`src/rtl/clock_divider_prog.sv`:
```
// clock_divider_prog: N_CH independent programmable clock dividers sharing a
// single clock, a global phase-realign strobe and one configuration bus.
//
// Ports:
//   clk_in        - clock; all state updates on its rising edge
//   reset         - asynchronous, active-high reset
//   enable        - per-channel run enable
//   sync          - one-cycle strobe forcing every enabled channel to a period boundary
//   cfg_valid     - configuration write strobe
//   cfg_ch        - target channel of the write
//   cfg_period_m1 - new period minus one
//   cfg_high      - new high-phase length in cycles
//   clk_out       - registered divided clock per channel
//   tick          - registered one-cycle pulse on the first cycle of each period
//   pending       - shadow configuration written but not yet active
//   cfg_err       - registered one-cycle pulse on a write to a nonexistent channel
module clock_divider_prog #(
  parameter int N_CH              = 4,
  parameter int DIV_WIDTH         = 16,
  parameter int DEFAULT_PERIOD_M1 = 15,
  parameter int DEFAULT_HIGH      = 8,
  localparam int CH_W             = (N_CH > 1) ? $clog2(N_CH) : 1
) (
  input  logic                 clk_in,
  input  logic                 reset,
  input  logic [N_CH-1:0]      enable,
  input  logic                 sync,
  input  logic                 cfg_valid,
  input  logic [CH_W-1:0]      cfg_ch,
  input  logic [DIV_WIDTH-1:0] cfg_period_m1,
  input  logic [DIV_WIDTH:0]   cfg_high,
  output logic [N_CH-1:0]      clk_out,
  output logic [N_CH-1:0]      tick,
  output logic [N_CH-1:0]      pending,
  output logic                 cfg_err
);

  localparam int HW = DIV_WIDTH + 1;
  localparam logic [DIV_WIDTH-1:0] DEF_PM1  = DIV_WIDTH'(DEFAULT_PERIOD_M1);
  localparam logic [HW-1:0]        DEF_HIGH = HW'(DEFAULT_HIGH);

  logic cfg_in_range;
  assign cfg_in_range = 32'(cfg_ch) < 32'(N_CH);

  always_ff @(posedge clk_in or posedge reset) begin
    if (reset) cfg_err <= 1'b0;
    else       cfg_err <= cfg_valid && !cfg_in_range;
  end

  for (genvar g = 0; g < N_CH; g++) begin : g_ch
    logic [DIV_WIDTH-1:0] act_pm1, sh_pm1, cnt, cnt_nx;
    logic [HW-1:0]        act_high, sh_high, eff_high;
    logic                 pend, clk_q, tick_q, wr, bnd;

    assign wr = cfg_valid && cfg_in_range && (cfg_ch == CH_W'(g));

    // A boundary that promotes the shadow must already compare against the
    // promoted high length, so the high length is selected before registering.
    always_comb begin
      cnt_nx   = ((cnt == act_pm1) || sync) ? '0 : cnt + DIV_WIDTH'(1);
      bnd      = enable[g] && (cnt_nx == '0);
      eff_high = (bnd && pend) ? sh_high : act_high;
    end

    always_ff @(posedge clk_in or posedge reset) begin
      if (reset) begin
        act_pm1  <= DEF_PM1;
        act_high <= DEF_HIGH;
        sh_pm1   <= DEF_PM1;
        sh_high  <= DEF_HIGH;
        cnt      <= DEF_PM1;
        pend     <= 1'b0;
        clk_q    <= 1'b0;
        tick_q   <= 1'b0;
      end else if (!enable[g]) begin
        clk_q  <= 1'b0;
        tick_q <= 1'b0;
        // Parking cnt at period_m1 makes the first enabled edge wrap to 0.
        if (wr) begin
          act_pm1  <= cfg_period_m1;
          act_high <= cfg_high;
          sh_pm1   <= cfg_period_m1;
          sh_high  <= cfg_high;
          pend     <= 1'b0;
          cnt      <= cfg_period_m1;
        end else begin
          cnt <= act_pm1;
        end
      end else begin
        cnt    <= cnt_nx;
        tick_q <= bnd;
        clk_q  <= {1'b0, cnt_nx} < eff_high;
        if (bnd && pend) begin
          act_pm1  <= sh_pm1;
          act_high <= sh_high;
        end
        // A write landing on a boundary is held for the following boundary.
        if (wr) begin
          sh_pm1  <= cfg_period_m1;
          sh_high <= cfg_high;
          pend    <= 1'b1;
        end else if (bnd) begin
          pend <= 1'b0;
        end
      end
    end

    assign clk_out[g] = clk_q;
    assign tick[g]    = tick_q;
    assign pending[g] = pend;
  end

endmodule

```
`config.mk`:
```
export PLATFORM = sky130hd
export DESIGN_NAME = clock_divider_prog
export DESIGN_NICKNAME = d
export VERILOG_FILES = /design/src/rtl/clock_divider_prog.sv
export SDC_FILE = /design/constraint.sdc
export NUM_CORES = 1
export LEC_CHECK = 0
export ABC_AREA = 1
export CORE_MARGIN = 2
export CORE_UTILIZATION = 53
export CTS_BUF_LIST = sky130_fd_sc_hd__clkbuf_2 sky130_fd_sc_hd__clkbuf_4 sky130_fd_sc_hd__clkbuf_8
export CTS_CLUSTER_SIZE = 12
export DETAILED_ROUTE_END_ITERATION = 10
export PLACE_DENSITY_LB_ADDON = 0.05
export SYNTH_ARGS = -nofsm -noshare
export SYNTH_HDL_FRONTEND = slang
export SYNTH_SLANG_ARGS = --single-unit
```
`constraint.sdc`:
```
create_clock -name clk_in -period 12.1 [get_ports clk_in]
set_input_delay 3.63 -clock clk_in [delete_from_list [all_inputs] [get_ports clk_in]]
set_output_delay 3.63 -clock clk_in [all_outputs]
set_load 0.02 [all_outputs]
```
==> flow_summary.yaml <==
sta:
  rsz0062_at_grt: "no"
  max_freq_ghz: 0.1255
  fin_crit_ps: 7969
  hold_violations: 0
  fin_crit_sh_pct: 65.86
  worst_slew_pin_slew_ps: 1293
  max_slew_margin_pct: 13.48
  slew_violations: 0
  fin_setup_tns_ps: 0
  clock_skew_ps: 15.34
  setup_violations: 0
  setup_slack_ps: 4131
worst_setup_path:
  critPathKind: "input port to flop"
  worstPathCellList: "clkdlybuf4s50_1, inv_1, nand4_1, nand3_1, nor2_4, nand3_2, clkinv_1, nand2_1, nand2_1, inv_1, ha_1, nand2_1, nor2_1, a211oi_1, o221ai_1, a21oi_1, nor2_1, nor2_1"
  slowest_delay_ps: 920
  cp_slowest_cell: "inv_1"
  regToRegSetupSlack_ps: 7620
  cp.arrival_ps: 8550
  worst_setup_path_end_kind: "flop"
  critPathRequiredTime_ps: 12680
  crit_fanout: 32
  worst_setup_path_start_kind: "input port"
grt:
  grt.total_usage_pct: 31.19
  grt_pass1_wl_mm: 93.23
  antenna_found_initial: 2
  grt_max_degree: 168
  overflow: 0
  grt_pass1_vias: 17020
finish:
  area_growth_pct: 10.32
  multi_input_area_sq_um: 9027
  final_nets: 2741
  regArea_sq_um: 8578
  nFillCells: 3440
  final_cells: 3151
  drive_gt1_share_pct: 9.396
clocking:
  cts-htree-levels: 2
  post-cts-setup-buffers: 0
  clock-sinks: 340
  cts.path.max_buffers: 3
  cts.clk_slew.worst_paths_ps: 60
  cts-root-buf: "clkbuf_8"
  cts_tree: "built"
  cts_resized: 0
  ctsHoldBuffers: 0
  clk_latency_ps: 650
  cts_buffers: 59
detailed_routing:
  antenna_left: 0
  drc_errors: 0
  wl_per_cell_um: 18.67
  finalWirelength_mm: 58.84
  route.vias.total: 17720
  dr.first_iter.drc_count: 1291
  first_pass_iters: 5
  avgViaCountPerCell: 5.624
die:
  die_w_um: 196.1
  die-area_sq_um: 38460
  die_y_um: 196.1
  row_count: 70
  core_sq_um: 36520
  ios: 56
  initial_core_util_pct: 53.56
placed_design:
  portBuffers: 54
  preCtsSetupSlack_ps: 3631
  place_congestion: 0.9625
  placedCellCount: 3041
  dp_hpwl_mm: 38.78
synthesis:
  synth_top_family_by_area: "simple AND/OR/NAND/NOR gates"
  yosysTopAreaCell: "dfrtp_1"
  synthCells: 2620
  synthXorXnorAreaFrac_pct: 1.247
  postSynthAreaPerCell_sq_um: 7.467
  dominantRegCellSynth: "dfrtp_1"
  ys_types: 39
  synthAdderAreaFrac_pct: 4.093
  synthArstFlopShare_pct: 100.0
  ys_top_cells_by_area: "dfrtp_1 36%, nand2_1 14%, dfstp_2 7.5%, inv_1 6.9%, a21oi_1 4.9%"
  seq_area_frac_synth_pct: 43.85
  synth_edf_count: 0
  synth-simple-area-share_pct: 24.89
  netlist.area_leader.share_pct: 36.33
  synthesis.nets: 2727
  synth_seq_cells: 340
  syn_area_sq_um: 19560
  yosysWarnings: 0
  synth_mux_area_share_pct: 0
  synth-compound-area-share_pct: 15.80
power:
  vdd_drop_max_mv: 0.1033
  p_leak_nw: 10.87
  p_per_area_nw_per_um2: 164.1
run:
  max-cap-violations: 0
min_path:
  min_path_type: "flop to flop"
status:
  status: "complete, no violations"
-- final timing paths --
path / start / end / cells past startpoint
min reg2reg: g_ch[2].sh_high[12]$_DFFE_PP0P_ / g_ch[2].sh_high[12]$_DFFE_PP0P_ / 2
max reg2reg: g_ch[1].cnt[0]$_DFF_PP1_ / g_ch[1].clk_q$_DFF_PP0_ / 23
min in group asynchronous: reset / g_ch[2].sh_pm1[10]$_DFFE_PP0P_ / 2
max: sync / g_ch[1].clk_q$_DFF_PP0_ / 18
min: g_ch[2].sh_high[12]$_DFFE_PP0P_ / g_ch[2].sh_high[12]$_DFFE_PP0P_ / 2
max in group asynchronous: reset / g_ch[0].cnt[14]$_DFF_PP0_ / 3
-- power breakdown --
part	leakage, nW	internal, mW	switching [mW]
clock	0.701	0.646	0.499
sequential	4.08	1.38	0.155
combinational	6.09	0.305	0.561
total	10.9	2.33	1.22
-- cells in the mapped netlist, types with 14 or more instances --
library cell and count:
a21oi_1 191, a22oi_1 27, buf_4 19, clkbuf_1 78, dfrtp_1 284, dfstp_2 56
ha_1 64, inv_1 360, nand2_1 735, nand2_2 16, nand3_1 104, nand4_1 50
nor2_1 148, nor2_2 14, nor3_1 55, o211ai_1 66, o21ai_0 179, o21ai_1 50
xor2_1 26
-- per-stage QoR --
stage	utilization (%)	area (sq um)	hold slack (ps)	power, mW
after floorplan	-	19570	442.2	2.155
after detailed placement	55.54	20290	458.4	2.403
after global routing	59.08	21580	495.5	3.767
after global placement	55.54	20290	456.4	2.376
after CTS	59.08	21580	472.8	3.558
final	59.09	21580	474.2	3.542
-- worst max-delay path: cells and delay by family --
family / cells / cell delay [ps]
AO/OA/AOI/OAI: 3 / 510
adder cells (fa/ha/maj): 1 / 240
buffers and inverters: 4 / 2500
AND/OR/NAND/NOR: 10 / 1640
-- per-layer routing --
| layer | share of wire, % | vias up | GRT usage, % |
|---|---|---|---|
| met5 | 0.020 | - | 0 |
| met4 | 3.9 | 2 | 11.81 |
| met3 | 7.6 | 117 | 6.567 |
| met2 | 43 | 563 | 46.11 |
| met1 | 46 | 8504 | 45.09 |
| li1 | - | 8536 | - |
-- layout by cell type, fill, tap and decap left out, types with 5 or more instances in the layout --
master	Yosys	final
a211oi_1	5	5
a21oi_1	191	191
a22oi_1	27	27
a31oi_1	7	7
buf_4	19	16
clkbuf_4	0	22
clkbuf_8	0	79
clkdlybuf4s50_1	0	52
clkinv_1	5	7
clkinv_2	0	8
dfrtp_1	284	284
dfstp_2	56	56
ha_1	64	64
inv_1	360	356
inv_2	8	9
nand2_1	735	735
nand2_2	16	16
nand3_1	104	104
nand3b_1	7	7
nand4_1	50	50
nor2_1	148	148
nor2_2	14	14
nor2_4	10	10
nor3_1	55	51
o211ai_1	66	66
o21ai_0	179	179
o21ai_1	50	50
o221ai_1	8	8
xor2_1	26	26
-- cell type report --
class / instances / area share (%)
Antenna cell: 1 / 0.01160
Clock buffer: 101 / 5.804
Clock inverter: 8 / 0.1855
Inverter: 373 / 6.505
Multi-Input combinational cell: 1788 / 41.83
Sequential cell: 340 / 39.75
Tap cell: 468 / 2.713
Timing Repair Buffer: 72 / 3.200
-- logic make-up (layout without fill, tap and decap cells) --
logic type	count (synthesis)	count (layout)
AOI/OAI and AO/OA	550	550
xor gates and xnor gates	27	27
buffers and inverters	492	554
and+or+nand+nor	1146	1146
other	1	2
DFF	340	340
adders and majority gates	64	64
-- sequential cells by signal, indices dropped and copies added (netlist names) --
name           count
g_ch.act_pm1      64
g_ch.cnt          64
g_ch.tick_q        4
g_ch.act_high     68
g_ch.sh_pm1       64
g_ch.clk_q         4
g_ch.pend          4
g_ch.sh_high      68
No activity file was read; power rests on OpenSTA's default activity.
